<file path="src/rtl/data_memory_dumper.sv">
// Debug-path master that walks every data-memory word and streams it out as 4 bytes, LSB first.
// Latency: 1 + READ_LATENCY + 4 cycles per word with the transmitter always ready, then a 1-cycle DONE.
// Backpressure: in SEND, o_tx_valid/o_tx_data hold until i_tx_ready; no word advances while stalled.
//
// Ports: i_clk/i_reset (async, active-high); i_start dump request (IDLE only);
//        o_r_addr/o_r_en/o_r_addressing/o_r_signing + i_r_data = memory read port (driven only while busy);
//        o_tx_data/o_tx_valid/i_tx_ready = byte stream; o_busy = dump in progress; o_done = completion pulse.
module data_memory_dumper #(
    parameter int NB_DATA_BUS  = 32,
    parameter int N_ADDRESS    = 64,
    parameter int NB_ADDRESS   = $clog2(N_ADDRESS),
    parameter int READ_LATENCY = 1
) (
    input  logic                   i_clk,
    input  logic                   i_reset,
    input  logic                   i_start,
    output logic [NB_ADDRESS-1:0]  o_r_addr,
    output logic                   o_r_en,
    output logic [1:0]             o_r_addressing,
    output logic                   o_r_signing,
    input  logic [NB_DATA_BUS-1:0] i_r_data,
    output logic [7:0]             o_tx_data,
    output logic                   o_tx_valid,
    input  logic                   i_tx_ready,
    output logic                   o_busy,
    output logic                   o_done
);

    localparam int N_WORDS = N_ADDRESS / 4;
    localparam int NB_WORD = $clog2(N_WORDS);
    localparam logic [NB_WORD-1:0] LAST_WORD = NB_WORD'(N_WORDS - 1);
    // Index of the final WAIT cycle; unused when READ_LATENCY is 0 (WAIT is skipped).
    localparam logic [1:0] LAST_WAIT = (READ_LATENCY == 0) ? 2'd0 : 2'(READ_LATENCY - 1);

    typedef enum logic [2:0] {
        IDLE = 3'd0,
        READ = 3'd1,
        WAIT = 3'd2,
        SEND = 3'd3,
        DONE = 3'd4
    } state_t;

    state_t                   state;
    state_t                   state_next;
    logic [NB_WORD-1:0]       word_idx;
    logic [1:0]               byte_idx;
    logic [1:0]               wait_cnt;
    logic [NB_DATA_BUS-1:0]   buffer;

    logic byte_xfer;
    assign byte_xfer = (state == SEND) && i_tx_ready;

    // State register
    always_ff @(posedge i_clk or posedge i_reset) begin
        if (i_reset) begin
            state <= IDLE;
        end else begin
            state <= state_next;
        end
    end

    // Next-state logic
    always_comb begin
        state_next = state;
        case (state)
            IDLE: if (i_start) state_next = READ;
            READ: state_next = (READ_LATENCY == 0) ? SEND : WAIT;
            WAIT: if (wait_cnt == LAST_WAIT) state_next = SEND;
            SEND: begin
                if (byte_xfer && (byte_idx == 2'd3)) begin
                    state_next = (word_idx == LAST_WORD) ? DONE : READ;
                end
            end
            DONE:    state_next = IDLE;
            default: state_next = IDLE;
        endcase
    end

    // Word/byte walk, wait counter and capture buffer
    always_ff @(posedge i_clk or posedge i_reset) begin
        if (i_reset) begin
            word_idx <= '0;
            byte_idx <= '0;
            wait_cnt <= '0;
            buffer   <= '0;
        end else begin
            case (state)
                IDLE: begin
                    if (i_start) begin
                        word_idx <= '0;
                        byte_idx <= '0;
                    end
                end
                READ: begin
                    wait_cnt <= '0;
                    byte_idx <= '0;
                    if (READ_LATENCY == 0) buffer <= i_r_data;
                end
                WAIT: begin
                    wait_cnt <= wait_cnt + 2'd1;
                    if (wait_cnt == LAST_WAIT) buffer <= i_r_data;
                end
                SEND: begin
                    if (byte_xfer) begin
                        if (byte_idx == 2'd3) begin
                            byte_idx <= '0;
                            // Last word keeps its index so o_r_addr holds the final address.
                            if (word_idx != LAST_WORD) word_idx <= word_idx + 1'b1;
                        end else begin
                            byte_idx <= byte_idx + 2'd1;
                        end
                    end
                end
                default: ;
            endcase
        end
    end

    // Outputs
    assign o_r_addr       = {word_idx, 2'b00};
    assign o_r_addressing = 2'b11;
    assign o_r_signing    = 1'b0;

    always_comb begin
        o_r_en     = 1'b0;
        o_tx_valid = 1'b0;
        o_tx_data  = 8'h00;
        o_busy     = 1'b0;
        o_done     = 1'b0;
        case (state)
            READ, WAIT: begin
                o_r_en = 1'b1;
                o_busy = 1'b1;
            end
            SEND: begin
                o_tx_valid = 1'b1;
                o_tx_data  = buffer[{byte_idx, 3'b000} +: 8];
                o_busy     = 1'b1;
            end
            DONE: begin
                o_busy = 1'b1;
                o_done = 1'b1;
            end
            default: ;
        endcase
    end

endmodule

</file>
<file path="config.mk">
export PLATFORM = sky130hd
export DESIGN_NAME = data_memory_dumper
export DESIGN_NICKNAME = d
export VERILOG_FILES = /design/src/rtl/data_memory_dumper.sv
export SDC_FILE = /design/constraint.sdc
export NUM_CORES = 1
export LEC_CHECK = 0
export BUFFER_PORTS_ARGS = -buffer_cell sky130_fd_sc_hd__buf_2
export CAP_MARGIN = 20
export CELL_PAD_IN_SITES_DETAIL_PLACEMENT = 0
export CELL_PAD_IN_SITES_GLOBAL_PLACEMENT = 1
export CORE_MARGIN = 2
export CORE_UTILIZATION = 37
export DETAILED_ROUTE_END_ITERATION = 10
export GPL_ROUTABILITY_DRIVEN = 0
export GPL_TIMING_DRIVEN = 0
export PLACE_DENSITY_LB_ADDON = 0.1
export SYNTH_ARGS = -nofsm -noshare
export SYNTH_HDL_FRONTEND = slang
export SYNTH_SLANG_ARGS = --single-unit
</file>
<file path="constraint.sdc">
create_clock -name i_clk -period 1.5 [get_ports i_clk]
set_input_delay 0 -clock i_clk [delete_from_list [all_inputs] [get_ports i_clk]]
set_output_delay 0 -clock i_clk [all_outputs]
set_load 0.005 [all_outputs]
</file>
==> out/results.tsv, run 1 <==
metric	value	unit
status	finished, violations left	
violations	negative setup slack	
rsz0062_at_grt	true	
drtIter0Drc	46	
cts_tree	done	
synth_seq_cells	43	
maxSlewHeadroom	39.5	%
fin_skew	0.00371	ns
met1Wirelength	2.31	mm
drv_slew	0	
synth_area	0.00215	sq mm
design.core.area	0.00557	sq mm
hold_depth	3	
dieArea	0.00644	sq mm
num_vias	1648	
cp-end-kind	output pin	
gr-usage-all-layers	17.5	%
synth_area_leaders	dfrtp_1 (50%), mux2_2 (17%), mux4_2 (8.4%)	
worstPathRequired	1.50	ns
diodes	0	
final.setup.tns	-3.80	ns
maxCapViolCount	0	
multiInputGateArea	0.00110	sq mm
synth_edf_count	0	
final_util	59.3	%
layout-drive-gt1-share	50.2	%
instances_no_fill	345	
grt_max_degree	44	
r2r_start	wait_cnt[0]	
top_layer	met4	
met2WireLength	2.60	mm
start_util	38.6	%
dpl-instance-area	0.00251	sq mm
netlist_top_cells_count	dfrtp_1 (43), mux2_2 (33), o21ai_0 (11), nor2b_1 (10), mux4_2 (8)	
cts_buffer_depth	2	
critPathMaxFanout	5	
async_reset_ff_share	100	%
portBuffers	51	
worst-path-buf-inv	2	
regToRegSetupSlack	-0.11	ns
avgSynthCellArea	12.8	sq um
vias_per_cell	4.78	
fillers	473	
antenna_left	0	
antenna_found_initial	0	
synth_top_area_share	50.1	%
h-tree-depth	2	
clkTransAtPathRegs	0.08	ns
post-place-ws	-0.239	ns
r2r-end	buffer[3]	
synthCells	168	
worstSkewPairLatency	0.29	ns
critPathSlowestCell	mux4_2	
post-synth-top-count-cell	dfrtp_1	
grt-ovfl-total	0	
setup_viol	42	
routed-wl-met3	223	microns
crit_type	reg2out	
fp.dieH	80.2	microns
synth_cell_types	29	
rows	27	
setup_ws	-0.117	ns
yosysTopAreaCell	dfrtp_1	
cp_cell_sequence	buf_8 > mux4_2 > nor2b_4 > buf_2	
max_slew.worst_pin.slew	0.907	ns
syn2layout_area_growth	53.7	%
placedCellCount	294	
drc_errors	0	
cts_buffers	5	
io_pins	57	
final_area	0.00330	sq mm
hold_violations	0	
min_period	1.62	ns
synth-main-ff-cell	dfrtp_1	
hp-class	in2reg	
cp_top_family	multiplexers	
die_width	80.2	microns
ys_seq_area_share	50.1	%
fmax	619	MHz
nNetsFinal	311	
dr.pass1.iters	4	
p_per_area	1990	mW/mm^2
clkSinkCount	43	
wl	5.19	mm
wl_per_cell	15.1	microns
finalCritPeriodShare	108	%
yosysWarnings	0	
grt_pass1_vias	1710	
cp-start-kind	register	
grt_pass1_wl	8.42	mm
cp_slowest_stage_delay	0.50	ns
ir_worst_vdd	925	uV
leakage	1.56	nW
cts-root-buf	clkbuf_8	
rr_worst_depth	6	
hpwl	3.37	mm
seq_area	0.00108	sq mm
worstHoldStart	i_tx_ready	
hold-path-endpoint	state[2]	
arrival	1.62	ns
## state kept, by name (all words and copies together) (netlist names)
name	cells
byte_idx	2
word_idx	4
wait_cnt	2
buffer	32
state	3
## final cells by class
type / instances / area share, %
Sequential cell: 43 / 32.6
Tap cell: 72 / 2.73
Clock inverter: 2 / 1.82
Timing Repair Buffer: 95 / 21.4
Multi-Input combinational cell: 105 / 33.4
Inverter: 7 / 0.795
Clock buffer: 6 / 2.20
Buffer: 15 / 5.08
## through the flow
step	hold slack [ns]	power, mW
3_5_place_dp	0.237	4.47
4_1_cts	0.0465	5.81
6_report	0.0529	6.59
2_1_floorplan	0.152	3.73
3_3_place_gp	0.232	4.33
5_1_grt	0.0666	7.03
## worst register-to-register path: cells and delay by family, from the launching register on
family	cells	cell delay, ns
mux	1	0.31
flops	1	0.41
buf+inv	3	0.40
simple gates	1	0.20
fa+ha+maj	1	0.17
## placed cells by master (no fill, tap or decap), drive strengths merged
cell type    Yosys  routed
dlygate4sd3      0      33
and2             1       1
clkbuf           2       8
nor3             3       3
a31oi            1       1
nor2b           10      10
bufinv           0       2
nand2            3       3
mux4             8       8
o21bai           1       1
nand4            2       2
buf             14      75
o31ai            3       3
nand3b           1       1
and4             1       1
o21ai           11      11
nand3            3       3
dfrtp           43      43
nor4b            1       1
xnor2            2       2
nor2             5       5
nand2b           1       1
mux2            33      33
inv              7       7
a21o             1       1
a22oi            2       2
a21oi            4       4
conb             2       5
ha               3       3
## repair_timing
| action | in CTS | in global routing |
|---|---|---|
| buffers inserted | 6 | 4 |
| gates resized for setup | 10 | 55 |
| endpoints found under the setup margin | 47 | 48 |
| hold buffers | 33 | 0 |
| cloned | 0 | 1 |
| endpoints found under the hold margin | 75 | 0 |
## worst max path at each step
stage,start,end,slack [ns],cells past startpoint
floorplan,wait_cnt[0],buffer[10],-0.05,5
global placement,wait_cnt[0],buffer[18],-0.22,5
finish,byte_idx[0],o_tx_data[4],-0.12,4
CTS,wait_cnt[0],buffer[31],-0.14,6
global route,byte_idx[0],o_tx_data[3],-0.17,4
detailed placement,wait_cnt[0],buffer[31],-0.24,5
## logic make-up (layout without fill, tap and decap cells)
group           Yosys count  after routing  share of synthesized area, %
compound gates           23             23                          6.23
xor+xnor                  2              2                         0.815
fa+ha+maj                 3              3                          1.75
buf+inv                  23            125                          6.40
flops                    43             43                          50.1
mux                      41             41                          25.7
other cells               2              5                         0.349
simple gates             31             31                          8.73
## metal layers
metal  up-vias  track usage, %
met1       815            21.7
met2        36            30.8
met3         5            3.82
met5         -               0
li1        792               -
met4         0            4.58
## power by group
part,switching [mW],internal [mW],leakage [nW]
sequential,0.324,1.71,0.515
combinational,1.22,2.26,0.975
clock,0.402,0.666,0.0654
total,1.95,4.64,1.56
Note: power is estimated with default switching activity, not from simulation.
==> run 2: changes to the inputs <==
--- a/config.mk
+++ b/config.mk
@@ -10,7 +10,7 @@
 export CELL_PAD_IN_SITES_DETAIL_PLACEMENT = 0
 export CELL_PAD_IN_SITES_GLOBAL_PLACEMENT = 1
 export CORE_MARGIN = 2
-export CORE_UTILIZATION = 37
+export CORE_UTILIZATION = 25
 export DETAILED_ROUTE_END_ITERATION = 10
 export GPL_ROUTABILITY_DRIVEN = 0
 export GPL_TIMING_DRIVEN = 0
==> run 2 against run 1 <==
Effect of this change: the run still ends with negative setup slack left; sequential power about the same; routed wire length up 11%; worst setup slack worse by 0.031 ns; design area up 6.4%; die area up 45%; sequential share of layout area down 2.0 points; first-iteration DRC count up 61%; register-to-register slack worse by 0.04 ns; clock power down 31%; power up 0.47%; critical path depth up 2; critical path type is now reg2reg.
==> out/results.tsv, run 2 (same netlist as run 1, synthesis figures left out) <==
metric	value	unit	change
die_width	96.7	microns	+21%
drc_errors	0		unchanged
wl	5.76	mm	+11%
hold-path-endpoint	state[2]		
wl_per_cell	14.9	microns	-0.95%
rows	33		+22%
hold_depth	3		unchanged
rr_worst_depth	6		unchanged
setup_viol	40		-4.8%
setup_ws	-0.148	ns	-0.0308 ns
hpwl	3.55	mm	+5.4%
cp-start-kind	register		
grt_pass1_vias	1739		+1.7%
largest_register	buffer		
num_vias	1700		+3.2%
cp-end-kind	register		
rsz0062_at_grt	true		
cts_buffer_depth	2		unchanged
worstSkewPairLatency	0.30	ns	about the same
clkTransAtPathRegs	0.08	ns	about the same
portBuffers	51		unchanged
leakage	1.63	nW	+4.5%
fmax	607	MHz	-1.9%
cts-root-buf	clkbuf_8		
worstPathRequired	1.69	ns	+0.19 ns
layout_common_cells	buf_2 (51), dfrtp_1 (42), dlygate4sd3_1 (33)		
cts_buffers	5		unchanged
p_per_area	1880	mW/mm^2	-5.5%
antenna_left	0		unchanged
final_util	42.5	%	-17 points
regToRegSetupSlack	-0.15	ns	-0.04 ns
hold_violations	0		unchanged
instances_no_fill	386		+12%
io_pins	57		unchanged
fin_skew	0.0120	ns	+0.00824 ns
fillers	833		+76%
dieArea	0.00936	sq mm	+45%
start_util	26.0	%	-13 points
drtIter0Drc	74		+61%
r2r-end	buffer[14]		
grt_pass1_wl	9.13	mm	+8.4%
critPathMaxFanout	8		+3
fp.dieH	96.7	microns	+21%
violations	negative setup slack		
ir_worst_vdd	709	uV	-23%
vias_per_cell	4.40		-7.8%
finalCritPeriodShare	110	%	+2.1 points
largest_reg_flops	32		unchanged
clkSinkCount	43		unchanged
cts_tree	done		
top_regs	buffer (32), word_idx (4), state (3)		
maxCapViolCount	0		unchanged
drv_slew	0		unchanged
antenna_found_initial	0		unchanged
design.core.area	0.00826	sq mm	+48%
h-tree-depth	2		unchanged
nNetsFinal	320		+2.9%
arrival	1.84	ns	+0.22 ns
final_common_cell	buf_2		
hp-class	in2reg		
crit_type	reg2reg		
layout-drive-gt1-share	55.2	%	+5.0 points
gr-usage-all-layers	12.4	%	-5.1 points
r2r_start	wait_cnt[0]		
grt-ovfl-total	0		unchanged
worstHoldStart	i_tx_ready		
min_period	1.65	ns	+0.0308 ns
placedCellCount	328		+12%
dr.pass1.iters	4		unchanged
diodes	0		unchanged
status	finished, violations left		
syn2layout_area_growth	63.4	%	
grt_max_degree	35		-20%
==> run 2: cell types whose count changed in the layout (fill, tap and decap cells not counted), sizes merged <==
cell,change
clkbuf,+2
bufinv,-2
clkinv,+2
buf,+6
==> run 2: final cells by class <==
| class | count | area (sq um) | area share (%) |
|---|---|---|---|
| clock inverters | 2 | 13.8 | 0.392 |
| plain buffers | 16 | 181 | 5.16 |
| multi-input cells | 105 | 1170 | 33.3 |
| inverters | 7 | 26.3 | 0.748 |
| well taps | 105 | 131 | 3.74 |
| clock buffers | 5 | 68.8 | 1.96 |
| repair buffers | 103 | 846 | 24.1 |
| flip-flops and latches | 43 | 1080 | 30.7 |
==> run 2: report_power, final <==
group	internal (mW)	leakage (nW)	total, mW	switching (mW)
Clock	0.319	0.0440	0.739	0.420
Sequential	1.71	0.515	2.03	0.319
Combinational	2.52	1.07	3.85	1.32
Total	4.56	1.63	6.62	2.06
==> run 2: how the worst max path moves through the flow <==
stage / endpoint / start / slack, ns / depth (start not counted)
2_1_floorplan: buffer[10] / wait_cnt[0] / -0.05 / 5
3_3_place_gp: buffer[27] / i_reset / -0.32 / 2
3_5_place_dp: buffer[25] / wait_cnt[0] / -0.26 / 5
4_1_cts: o_tx_data[7] / byte_idx[0] / -0.16 / 4
5_1_grt: buffer[14] / wait_cnt[0] / -0.22 / 6
6_report: buffer[14] / wait_cnt[0] / -0.15 / 6
==> run 2: critical path, cell delays in order, from the launching register on <==
cell and delay (ns):
dfrtp_1 0.39, inv_1 0.06, ha_2 0.17, nor4b_4 0.19, buf_6 0.23, clkbuf_16 0.19
mux2_4 0.29
==> run 2: timing repair <==
item                                    CTS  global route
setup buffers                             8             5
resized for setup                        51            39
hold endpoints to repair                 75             0
endpoints found under the setup margin   48            46
hold buffers                             33             0
gates cloned                              1             4
pin swaps                                 0             7
==> run 2: metal layers <==
layer	up-vias	track usage, %	wire, microns
li1	817	-	-
met1	838	16.5	2680
met2	38	20.0	2810
met3	7	2.82	201
met4	0	3.90	63
met5	-	0	0
==> run 2: stage by stage <==
step	hold WS [ns]	area (sq um)	power (mW)	setup WS, ns	TNS (ns)
6_report	0.0351	3510	6.62	-0.148	-4.35
3_3_place_gp	0.233	2550	4.44	-0.318	-21.74
5_1_grt	0.0502	3510	7.08	-0.218	-7.43
2_1_floorplan	0.152	2160	3.73	-0.0528	-1.58
4_1_cts	0.0705	3250	6.02	-0.164	-4.24
3_5_place_dp	-0.0430	2570	4.46	-0.259	-8.14
==> run 3: changes to the inputs <==
--- a/config.mk
+++ b/config.mk
@@ -14,7 +14,8 @@
 export DETAILED_ROUTE_END_ITERATION = 10
 export GPL_ROUTABILITY_DRIVEN = 0
 export GPL_TIMING_DRIVEN = 0
-export PLACE_DENSITY_LB_ADDON = 0.1
+export PLACE_DENSITY = 0.53
+export SKIP_CTS_REPAIR_TIMING = 1
 export SYNTH_ARGS = -nofsm -noshare
 export SYNTH_HDL_FRONTEND = slang
 export SYNTH_SLANG_ARGS = --single-unit
==> run 3 against run 2 <==
Effect of this change: the flow still finishes with violations (negative setup slack); design area is 4.3% lower; first-iteration DRC count is 47% lower; highest routed layer unchanged; clock skew is 0.0080 ns lower; critical path depth is 2 lower; clock power is 33% higher; routed wire length is 6.3% lower; register-to-register slack better by 0.05 ns; maximum frequency is 1.5% higher; combinational power is 13% lower.
==> out/results.tsv, run 3 (same netlist as run 1, synthesis figures left out) <==
metric	value	unit	change
status	finished, violations left		
violations	negative setup slack		
critPathSlowestCell	mux4_2		
r2r_start	wait_cnt[1]		
start_util	26.0	%	unchanged
p_total	6.36	mW	-3.9%
fin_skew	0.00398	ns	-0.00798 ns
hold_violations	0		unchanged
post-place-ws	-0.254	ns	+0.00418 ns
dieArea	0.00936	sq mm	unchanged
gr-usage-all-layers	10.6	%	-1.7 points
vias_per_cell	4.40		-0.12%
worstSkewPairLatency	0.30	ns	about the same
nNetsFinal	314		-1.9%
fp.dieH	96.7	microns	unchanged
arrival	1.62	ns	-0.22 ns
largest_reg_flops	32		unchanged
multiInputGateArea	0.00108	sq mm	-7.5%
wl	5.39	mm	-6.3%
cts_tree	done		
grt-ovfl-total	0		unchanged
min_period	1.62	ns	-0.0239 ns
h-tree-depth	2		unchanged
cts_buffer_depth	2		unchanged
drc_errors	0		unchanged
cts_buffers	5		unchanged
num_vias	1676		-1.4%
top_regs	buffer (32), word_idx (4), state (3)		
setup_viol	42		+5.0%
antenna_left	0		unchanged
worst-path-buf-inv	2		-1
drv_slew	0		unchanged
cp_cell_sequence	clkbuf_16 > mux4_2 > nor2b_1 > buf_2		
fmax	616	MHz	+1.5%
worstPathRequired	1.50	ns	-0.19 ns
finalCritPeriodShare	108	%	-1.6 points
portBuffers	51		unchanged
leakage	1.57	nW	-3.7%
grt_pass1_vias	1518		-13%
antenna_found_initial	0		unchanged
maxCapViolCount	0		unchanged
ir_worst_vdd	780	uV	+10%
cp-startpoint	byte_idx[0]		
io_pins	57		unchanged
layout_common_cells	buf_2 (52), dfrtp_1 (42), dlygate4sd3_1 (33)		
crit_type	reg2out		
clkSinkCount	43		unchanged
fillers	829		-0.48%
p_per_area	1890	mW/mm^2	+0.49%
hpwl	3.42	mm	-3.7%
syn2layout_area_growth	56.3	%	
final_common_cell	buf_2		
rows	33		unchanged
cp-start-kind	register		
cp_slowest_stage_delay	0.48	ns	+0.09 ns
rsz0062_at_grt	true		
regToRegSetupSlack	-0.10	ns	+0.05 ns
hold-path-endpoint	word_idx[1]		
cp-end-kind	output pin		
diodes	0		unchanged
setup_ws	-0.124	ns	+0.0239 ns
layout-drive-gt1-share	50.0	%	-5.2 points
design.core.area	0.00826	sq mm	unchanged
instances_no_fill	381		-1.3%
critPathMaxFanout	5		-3
seq_area	0.00108	sq mm	unchanged
grt_max_degree	35		unchanged
rr_worst_depth	6		unchanged
placedCellCount	328		unchanged
dr.pass1.iters	4		unchanged
wl_per_cell	14.2	microns	-5.1%
hp-class	in2reg		
cts-root-buf	clkbuf_8		
hold_depth	3		unchanged
cp_top_family	multiplexers		
die_width	96.7	microns	unchanged
worstHoldStart	i_tx_ready		
drtIter0Drc	39		-47%
grt_pass1_wl	7.82	mm	-14%
r2r-end	buffer[7]		
clkTransAtPathRegs	0.09	ns	about the same
largest_register	buffer		
-- run 3: how the worst max path moves through the flow --
stage          cells after the start           end  slack, ns
4_1_cts                            4  o_tx_data[6]      -0.34
3_3_place_gp                       2    buffer[20]      -0.28
2_1_floorplan                      5    buffer[10]      -0.05
5_1_grt                            5   word_idx[3]      -0.20
6_report                           4  o_tx_data[3]      -0.12
3_5_place_dp                       5    buffer[16]      -0.25
-- run 3: tightest hold or removal path, stage by stage --
cell and delay, ns:
buf_2 0.14, nand4_1 0.13, o21ai_0 0.08
-- run 3: report_power, final --
part	switching, mW	leakage, nW	internal [mW]	total (mW)
Sequential	0.317	0.515	1.71	2.03
Combinational	1.17	0.989	2.19	3.35
Clock	0.431	0.0618	0.548	0.980
-- run 3: final cells by class --
class	instances	area share, %
multi-input cells	105	32.2
flip-flops and latches	43	32.1
repair buffers	97	22.4
plain buffers	16	5.10
well taps	105	3.91
clock buffers	6	2.46
clock inverters	2	1.15
inverters	7	0.782
-- run 3: per-stage QoR --
stage / area (sq um) / TNS [ns] / hold WS [ns] / util (%)
final: 3360 / -3.50 / 0.0834 / 40.7
after global routing: 3360 / -6.41 / 0.0826 / 40.7
after CTS: 2690 / -11.00 / -0.374 / 32.6
after detailed placement: 2570 / -7.82 / -0.0452 / 31.1
after global placement: 2550 / -19.67 / 0.233 / 30.8
after floorplan: 2160 / -1.58 / 0.152 / -
-- run 3: metal layers --
metal	routed length [microns]	GRT usage, %
met3	233	3.76
met4	42	3.25
met5	0	0
met2	2610	16.6
met1	2510	13.8
